--- src/rtl/pc_pkg.sv ---
// Shared types and constants for the RV32I fetch program counter.
// Optional return-address stack is enabled with the PC_RAS_EN macro.
package pc_pkg;

  // Index into the flag vector {EQ,NE,0,0,LT,GE,LTU,GEU}
  typedef enum logic [2:0] {
    BGEU = 3'd0,
    BLTU = 3'd1,
    BGE  = 3'd2,
    BLT  = 3'd3,
    BNE  = 3'd6,
    BEQ  = 3'd7
  } branch_code_e;

  typedef enum logic [1:0] {
    BOOT  = 2'd0,
    RUN   = 2'd1,
    FAULT = 2'd2
  } pc_state_e;

  localparam int INC_NORMAL = 4;
  localparam int INC_COMP   = 2;

endpackage

--- src/rtl/pc_ras.sv ---
// Circular return-address stack: a push when full overwrites the oldest entry.
// Built only when PC_RAS_EN is defined.
module pc_ras #(
  parameter int dataW     = 32,
  parameter int RAS_DEPTH = 4
) (
  input  logic             clock,
  input  logic             reset,
  input  logic             push,
  input  logic             pop,
  input  logic [dataW-1:0] push_data,
  output logic [dataW-1:0] top,
  output logic             empty
);

  localparam int PW = (RAS_DEPTH > 1) ? $clog2(RAS_DEPTH) : 1;
  localparam int CW = $clog2(RAS_DEPTH + 1);

  logic [dataW-1:0] mem_q [RAS_DEPTH];
  logic [dataW-1:0] mem_d [RAS_DEPTH];
  logic [PW-1:0]    ptr_q, ptr_d, ptr_inc;
  logic [CW-1:0]    cnt_q, cnt_d;

  assign ptr_inc = ptr_q + PW'(1);

  always_comb begin
    mem_d = mem_q;
    ptr_d = ptr_q;
    cnt_d = cnt_q;
    if (push && pop && (cnt_q != '0)) begin
      // Call-through-return: replace the top in place
      mem_d[ptr_q] = push_data;
    end else if (push) begin
      ptr_d        = ptr_inc;
      mem_d[ptr_inc] = push_data;
      if (cnt_q != CW'(RAS_DEPTH)) cnt_d = cnt_q + CW'(1);
    end else if (pop && (cnt_q != '0)) begin
      ptr_d = ptr_q - PW'(1);
      cnt_d = cnt_q - CW'(1);
    end
  end

  always_ff @(posedge clock or negedge reset) begin
    if (!reset) begin
      for (int i = 0; i < RAS_DEPTH; i++) mem_q[i] <= '0;
      ptr_q <= '0;
      cnt_q <= '0;
    end else begin
      mem_q <= mem_d;
      ptr_q <= ptr_d;
      cnt_q <= cnt_d;
    end
  end

  assign top   = mem_q[ptr_q];
  assign empty = (cnt_q == '0);

endmodule

--- src/rtl/pc_fetch_unit.sv ---
// RV32I fetch program counter with valid/ready handshake, trap and misalign redirect.
// Define PC_RAS_EN to add the return-address stack (pc_ras).
module pc_fetch_unit
  import pc_pkg::*;
#(
  parameter int               dataW      = 32,
  parameter logic [dataW-1:0] RESET_VEC  = 32'h0000_0000,
  parameter logic [dataW-1:0] TRAP_VEC   = 32'h0000_0100,
  parameter bit               COMPRESSED = 1'b0,
  parameter int               RAS_DEPTH  = 4
) (
  input  logic             clock,
  input  logic             reset,
  input  logic             EQ,
  input  logic             NE,
  input  logic             LT,
  input  logic             LTU,
  input  logic             GE,
  input  logic             GEU,
  input  logic             TestBranch,
  input  logic             AlwaysBranch,
  input  logic             AbsoluteBranch,
  input  logic [2:0]       BranchType,
  input  logic [dataW-1:0] BranchAddr,
  input  logic             InsCompressed,
  input  logic             IsCall,
  input  logic             IsReturn,
  input  logic             Trap,
  input  logic             FetchReady,
  output logic             FetchValid,
  output logic [dataW-1:0] ProgAddr,
  output logic             MisalignTrap,
  output logic [dataW-1:0] MisalignAddr,
  output logic             RasEmpty
);

  pc_state_e        state_q, state_d;
  logic [dataW-1:0] pc_q, pc_d;
  logic [dataW-1:0] mis_addr_q, mis_addr_d;
  logic             mis_trap_q, mis_trap_d;
  logic             trap_pend_q, trap_pend_d;

  logic [7:0]       flags;
  logic             taken, fire, misaligned, br_commit;
  logic [dataW-1:0] incr, seq_pc, br_off, tgt_br, tgt;
  logic [dataW-1:0] ras_top;
  logic             ras_empty, use_ret;

  assign flags  = {EQ, NE, 1'b0, 1'b0, LT, GE, LTU, GEU};
  assign taken  = (TestBranch & flags[BranchType]) | AlwaysBranch;
  assign incr   = (COMPRESSED && InsCompressed) ? dataW'(INC_COMP) : dataW'(INC_NORMAL);
  assign seq_pc = pc_q + incr;
  assign br_off = BranchAddr & ~dataW'(1);
  assign tgt_br = AbsoluteBranch ? br_off : (pc_q + br_off);

`ifdef PC_RAS_EN
  logic ras_push, ras_pop;

  assign use_ret  = IsReturn & ~ras_empty;
  assign ras_push = br_commit & IsCall;
  assign ras_pop  = br_commit & use_ret;

  pc_ras #(
    .dataW    (dataW),
    .RAS_DEPTH(RAS_DEPTH)
  ) u_ras (
    .clock    (clock),
    .reset    (reset),
    .push     (ras_push),
    .pop      (ras_pop),
    .push_data(seq_pc),
    .top      (ras_top),
    .empty    (ras_empty)
  );
`else
  localparam int unused_ras_depth = RAS_DEPTH;
  logic unused_ras;

  assign use_ret    = 1'b0;
  assign ras_top    = '0;
  assign ras_empty  = 1'b1;
  assign unused_ras = IsCall ^ IsReturn ^ br_commit;
`endif

  assign tgt        = use_ret ? ras_top : tgt_br;
  assign misaligned = !COMPRESSED && tgt[1];
  assign fire       = (state_q == RUN) && FetchReady;
  // Only a clean taken branch may touch the RAS; trap and misalign redirects never do
  assign br_commit  = fire && !(Trap || trap_pend_q) && taken && !misaligned;

  always_comb begin
    state_d     = state_q;
    pc_d        = pc_q;
    mis_addr_d  = mis_addr_q;
    mis_trap_d  = 1'b0;
    trap_pend_d = trap_pend_q;
    unique case (state_q)
      BOOT, FAULT: begin
        state_d = RUN;
        if (Trap) trap_pend_d = 1'b1;
      end
      RUN: begin
        if (fire) begin
          trap_pend_d = 1'b0;
          if (Trap || trap_pend_q) begin
            pc_d = TRAP_VEC;
          end else if (taken) begin
            if (misaligned) begin
              pc_d       = TRAP_VEC;
              mis_addr_d = tgt;
              mis_trap_d = 1'b1;
              state_d    = FAULT;
            end else begin
              pc_d = tgt;
            end
          end else begin
            pc_d = seq_pc;
          end
        end
      end
      default: state_d = BOOT;
    endcase
  end

  always_ff @(posedge clock or negedge reset) begin
    if (!reset) begin
      state_q     <= BOOT;
      pc_q        <= RESET_VEC;
      mis_addr_q  <= '0;
      mis_trap_q  <= 1'b0;
      trap_pend_q <= 1'b0;
    end else begin
      state_q     <= state_d;
      pc_q        <= pc_d;
      mis_addr_q  <= mis_addr_d;
      mis_trap_q  <= mis_trap_d;
      trap_pend_q <= trap_pend_d;
    end
  end

  assign FetchValid   = (state_q == RUN);
  assign ProgAddr     = pc_q;
  assign MisalignTrap = mis_trap_q;
  assign MisalignAddr = mis_addr_q;
  assign RasEmpty     = ras_empty;

endmodule

--- config.mk ---
export PLATFORM = sky130hd
export DESIGN_NAME = pc_fetch_unit
export DESIGN_NICKNAME = d
export VERILOG_FILES = /design/src/rtl/pc_pkg.sv /design/src/rtl/pc_ras.sv /design/src/rtl/pc_fetch_unit.sv
export SDC_FILE = /design/constraint.sdc
export NUM_CORES = 1
export LEC_CHECK = 0
export ABC_AREA = 1
export CORE_ASPECT_RATIO = 1.5
export CORE_UTILIZATION = 51
export CTS_CLUSTER_SIZE = 16
export DETAILED_ROUTE_END_ITERATION = 8
export GPL_TIMING_DRIVEN = 0
export PLACE_DENSITY = 0.86
export SLEW_MARGIN = 20
export SYNTH_ARGS = -nofsm -noshare
export SYNTH_HDL_FRONTEND = slang
export SYNTH_SLANG_ARGS = --single-unit
--- constraint.sdc ---
create_clock -name clock -period 2.3 [get_ports clock]
set_input_delay 0.345 -clock clock [delete_from_list [all_inputs] [get_ports clock]]
set_output_delay 0.345 -clock clock [all_outputs]
set_load 0.005 [all_outputs]
Yosys cells after proc, flatten, opt, wreduce, memory -nomap -nowiden
Cells that the tools add are included.
- flip-flop bits (word level): 68
- bits of input ports: 51
- output and inout bits: 67
- word-level logic and storage cells: 46
- add/subtract/negate cells: 2
- magnitude comparators: 1
- equality and inequality tests: 7
- mux-type cells: 19
- bitwise operators: 3
- reductions and logical operators: 9
- operators with widths (cell ; number):
    $mux 32 ; 4
    $add 32x3->32 const B ; 1
    $add 32x32->32 ; 1
    $mux 1 ; 8
    $mux 2 ; 4
    $ne 2x1->1 const B ; 3
    $reduce_and 5->1 ; 1
    $lt 3x4->1 const B ; 1
    $ne 2x2->1 const B ; 2
    $pmux 2 s2 ; 1
    $reduce_and 4->1 ; 1
    $bmux 1 s3 ; 1
    $reduce_and 3->1 ; 1
    $eq 2x1->1 const B ; 1
    $eq 2x2->1 const B ; 1
    $logic_not 2->1 ; 1
    $pmux 1 s2 ; 1
    $reduce_and 2->1 ; 1
    $reduce_bool 2->1 ; 1
    $reduce_or 2->1 ; 1
    $and 1x1->1 ; 1
    $logic_and 1x1->1 ; 1
    $logic_or 1x1->1 ; 1
    $not 1->1 ; 1
    $or 1x1->1 ; 1

Longest topological paths before layout
- depth in word-level cells: 8
- gate-level depth with buffers: 16
- mapped depth without buffers: 16

Least setup slack after synthesis
No wires, ideal clock.
- path kind: reg-to-reg
- start: register pc_q[2] (netlist: ProgAddr[2])
- end: register pc_q[21] (netlist: ProgAddr[21])
- library setup time: 0.131 ns
- data arrival time: 1.780 ns
- required time: 2.169 ns
- slack: 0.389 ns
- stages on the path, launching flop included: 14
- path buffers: 0
- period minus slack after synthesis: 1.911 ns
- cells stage by stage: dfrtp_1 fa_1 nand3_1 nand3_1 nand3_1 nand3_1 nand2_1 nand2_1 nand2_1 nand3_1 nand3_1 nand2_1 nand2_1 o21ai_0
- cells in the longest elaborated chain, start to end: 5
- elaborated cells between the ends (all ways): 6
- those cells by class: 2 x add/sub; 4 x mux
- RTL lines (item ; line ; text):
    from (decl) ; pc_fetch_unit.sv:38 ; logic [dataW-1:0] pc_q, pc_d;
    from (signal assigned) ; pc_fetch_unit.sv:134 ; pc_q <= pc_d;
    $add 32x32->32 ; pc_fetch_unit.sv:54 ; assign tgt_br = AbsoluteBranch ? br_off : (pc_q + br_off);
    $mux 32 ; pc_fetch_unit.sv:54 ;
    $mux 32 ; pc_fetch_unit.sv:108 ; if (misaligned) begin
    $mux 32 * ; pc_fetch_unit.sv:107 ; end else if (taken) begin
    $mux 32 * ; pc_fetch_unit.sv:105 ; if (Trap || trap_pend_q) begin
Mark *: on every way between the ends. The rest lies on a longest branch, timed or not.
A chain may end at the register's enable or synchronous reset.

Worst setup path after layout
- start: register pc_q[2] (netlist: ProgAddr[2])
- end: register pc_q[14] (netlist: ProgAddr[14])
Same word-level chain as after synthesis.

==> results_dict.tcl <==
set metrics [dict create \
    status "finished, final reports clean" \
    power_density_nw_per_um2 656 \
    synth_xor_area_share_pct 3.58 \
    synthAdderAreaFrac_pct 6.21 \
    via_per_inst 5.59 \
    start_util_pct 52.7 \
    route.detailed.drc 0 \
    endpoint_kind "register" \
    ir_worst_vdd_uv 619 \
    yosys_warnings 0 \
    core_um2 12100 \
    cts.htree.levels 3 \
    startpoint "ProgAddr[2]" \
    critPathLaunchType "register" \
    die_h_um 139 \
    critical_path_arrival_ns 2.51 \
    drt_iter0_drc 642 \
    avgSynthCellArea_um2 5.95 \
    max_freq_mhz 435 \
    grt_pass1_wl_um 36000 \
    path_class "reg2reg" \
    synth_compound_area_share_pct 10.0 \
    holdPathStages 2 \
    netlist_area_um2 6370 \
    synth_top_family_by_area "simple AND/OR/NAND/NOR gates" \
    cts.sinks 67 \
    synth-seq-cells 67 \
    fin_crit_sh_pct 99.9 \
    synthMuxAreaShare_pct 0.157 \
    crit_required_ns 2.51 \
    worst_slew_pin_slew_ns 0.675 \
    setup_ws_ns 0.00229 \
    r2r_setup_slack_ns 0.002 \
    port-buffer-count 111 \
    ys_types 39 \
    final_nets 1292 \
    num_rows 49 \
    post-dp-hpwl_um 18200 \
    pin_count 118 \
    gr-total-overflow 0 \
    clock_latency_ns 0.33 \
    rr_worst_depth 14 \
    wl_um 24100 \
    setup_viol 0 \
    crit_fanout 5 \
    numCtsBuffers 9 \
    placed_area_um2 7690 \
    die_x_um 93.2 \
    cts_tree "yes" \
    maxCapViolCount 0 \
    post-place-ws_ns -0.455 \
    grt_max_degree 39 \
    vias 7642 \
    grt_pass1_vias 7244 \
    antenna_found_initial 0 \
    hold_violations 0 \
    finClkSkew_ns 0.00760 \
    min_from "MisalignAddr[4]" \
    synthSimpleGateAreaFrac_pct 42.0 \
    yosysSeqAreaShare_pct 26.3 \
    hold_end "MisalignAddr[4]" \
    reg2reg_to "ProgAddr[14]" \
    clockBufferDepth 2 \
    slew_headroom_pct 55.0 \
    antenna_left 0 \
    place.gp.congestion 1.03 \
    hold_class "reg2reg" \
    placed_cells 1336 \
    wl_per_cell_um 17.6 \
    timing.hold.ws_ns 0.469 \
    synthCells 1070 \
    reg2reg_from "ProgAddr[2]" \
    drive_above_1_share_pct 14.1 \
    die_area_um2 12900 \
    fin_crit_ns 2.30 \
    cts-root-buf "clkbuf_16" \
    syn_to_final_growth_pct 34.7 \
    rsz0062_at_grt "yes" \
    design_area_um2 8570 \
    layoutNonFillerInstCount 1368 \
    drv_slew 0 \
    path_clk_slew_ns 0.06 \
    p_leak_nw 4.31 \
    first_pass_iters 5 \
    diodes 0 \
    track_usage_pct 36.4 \
]
layout make-up:
type                    instances  area [um2]
clock buffers                  11         233
fillers                       985        3500
multi-input cells             817        4390
clock inverters                 5        30.0
plain buffers                  28         145
flip-flops and latches         67        1710
well taps                     153         191
repair buffers                128        1290
inverters                     159         597
critical path: stages, from the launching register on:
cell,delay (ns)
dfrtp_2,0.46
buf_4,0.16
ha_1,0.19
nand2_1,0.09
nand2_2,0.09
nand2_1,0.10
nand2_2,0.09
nand2_1,0.11
nand3_2,0.15
xnor2_1,0.18
nand2_1,0.07
nand2_2,0.12
nor2_1,0.04
o21bai_1,0.23
nand2_1,0.08
kinds of logic after synthesis:
logic type / count (synthesis)
AOI/OAI and AO/OA: 117
adders and majority gates: 31
DFF: 67
buffers and inverters: 187
other: 2
and+or+nand+nor: 639
xor gates and xnor gates: 26
muxes: 1
power by group:
group          leakage [nW]  switching [mW]  internal, mW
Clock                 0.125           0.523         0.724
Combinational          3.36            1.40          1.22
Sequential            0.827           0.305          1.45
layout by cell type, fill, tap and decap left out, drive strengths merged:
cell / count
a22o: 1
buf: 35
or2: 19
clkbuf: 21
o21ai: 56
o22ai: 3
a21oi: 41
nor2: 84
ha: 30
dlymetal6s2s: 9
conb: 3
nand3: 87
o31ai: 2
nand3b: 3
a31oi: 1
xor2: 19
dfrtp: 67
nand2: 413
nor3b: 3
clkdlybuf4s50: 101
inv: 159
nand4: 8
clkinvlp: 2
xnor2: 7
fa: 1
clkinv: 3
nor3: 21
dlygate4sd3: 1
mux2i: 1
and2: 1
o211ai: 4
o21bai: 9
per-layer routing:
layer | share of wire, % | global-route usage [%] | vias to the layer above | routed length (um)
met2 | 49 | 62.3 | 433 | 11800
met4 | 7.3 | 23.9 | 0 | 1760
met3 | 8.3 | 5.04 | 139 | 1990
li1 | - | - | 3637 | -
met1 | 35 | 41.7 | 3433 | 8570
met5 | 0 | 0 | - | 0
how the worst max path moves through the flow:
stage / to / slack, ns / cells after the start
3_3_place_gp: MisalignAddr[24] / -1.29 / 1
5_1_grt: ProgAddr[6] / -0.11 / 11
2_1_floorplan: ProgAddr[21] / 0.39 / 13
3_5_place_dp: ProgAddr[14] / -0.45 / 14
4_1_cts: ProgAddr[14] / 0.002 / 13
6_report: ProgAddr[14] / 0.002 / 14
cell usage after synthesis, drive strengths merged:
library cell / instances / share of area, %
dfrtp: 67 / 26
a31oi: 1 / 0.098
nor3: 21 / 1.8
o21ai: 56 / 4.4
o22ai: 3 / 0.29
nor2: 84 / 5.3
xor2: 19 / 2.6
o21bai: 9 / 1.1
or2: 19 / 1.9
conb: 2 / 0.12
fa: 1 / 0.31
ha: 30 / 5.9
a22o: 1 / 0.14
o31ai: 2 / 0.31
o211ai: 4 / 0.47
buf: 18 / 1.7
nor3b: 3 / 0.35
and2: 1 / 0.098
xnor2: 7 / 0.96
nand2: 413 / 24
mux2i: 1 / 0.16
nand4: 8 / 0.79
a21oi: 41 / 3.2
nand3: 87 / 6.9
nand3b: 3 / 0.35
inv: 159 / 9.4
clkbuf: 10 / 0.59
metrics by stage:
step / TNS [ns] / power [mW] / utilization [%]
after CTS: 0 / 5.28 / 66.7
after detailed placement: -14.20 / 4.00 / 63.7
after floorplan: 0 / 2.90 / -
after global routing: -1.01 / 5.95 / 71.0
final: 0 / 5.63 / 71.0
after global placement: -99.14 / 3.94 / 63.5
flip-flops by register name (all words and copies together), names as in the netlist:
signal and count:
ProgAddr 31, MisalignAddr 32, state_q 2, MisalignTrap 1, trap_pend_q 1
timing repair:
item                                    4_1_cts  5_1_grt
buffers inserted                              0       15
pin swaps                                     0       11
endpoints found under the setup margin       15       42
hold endpoints to repair                     29        0
hold buffers                                  1        0
gates resized for setup                      17       94
Note: power is estimated with default switching activity, not from simulation.
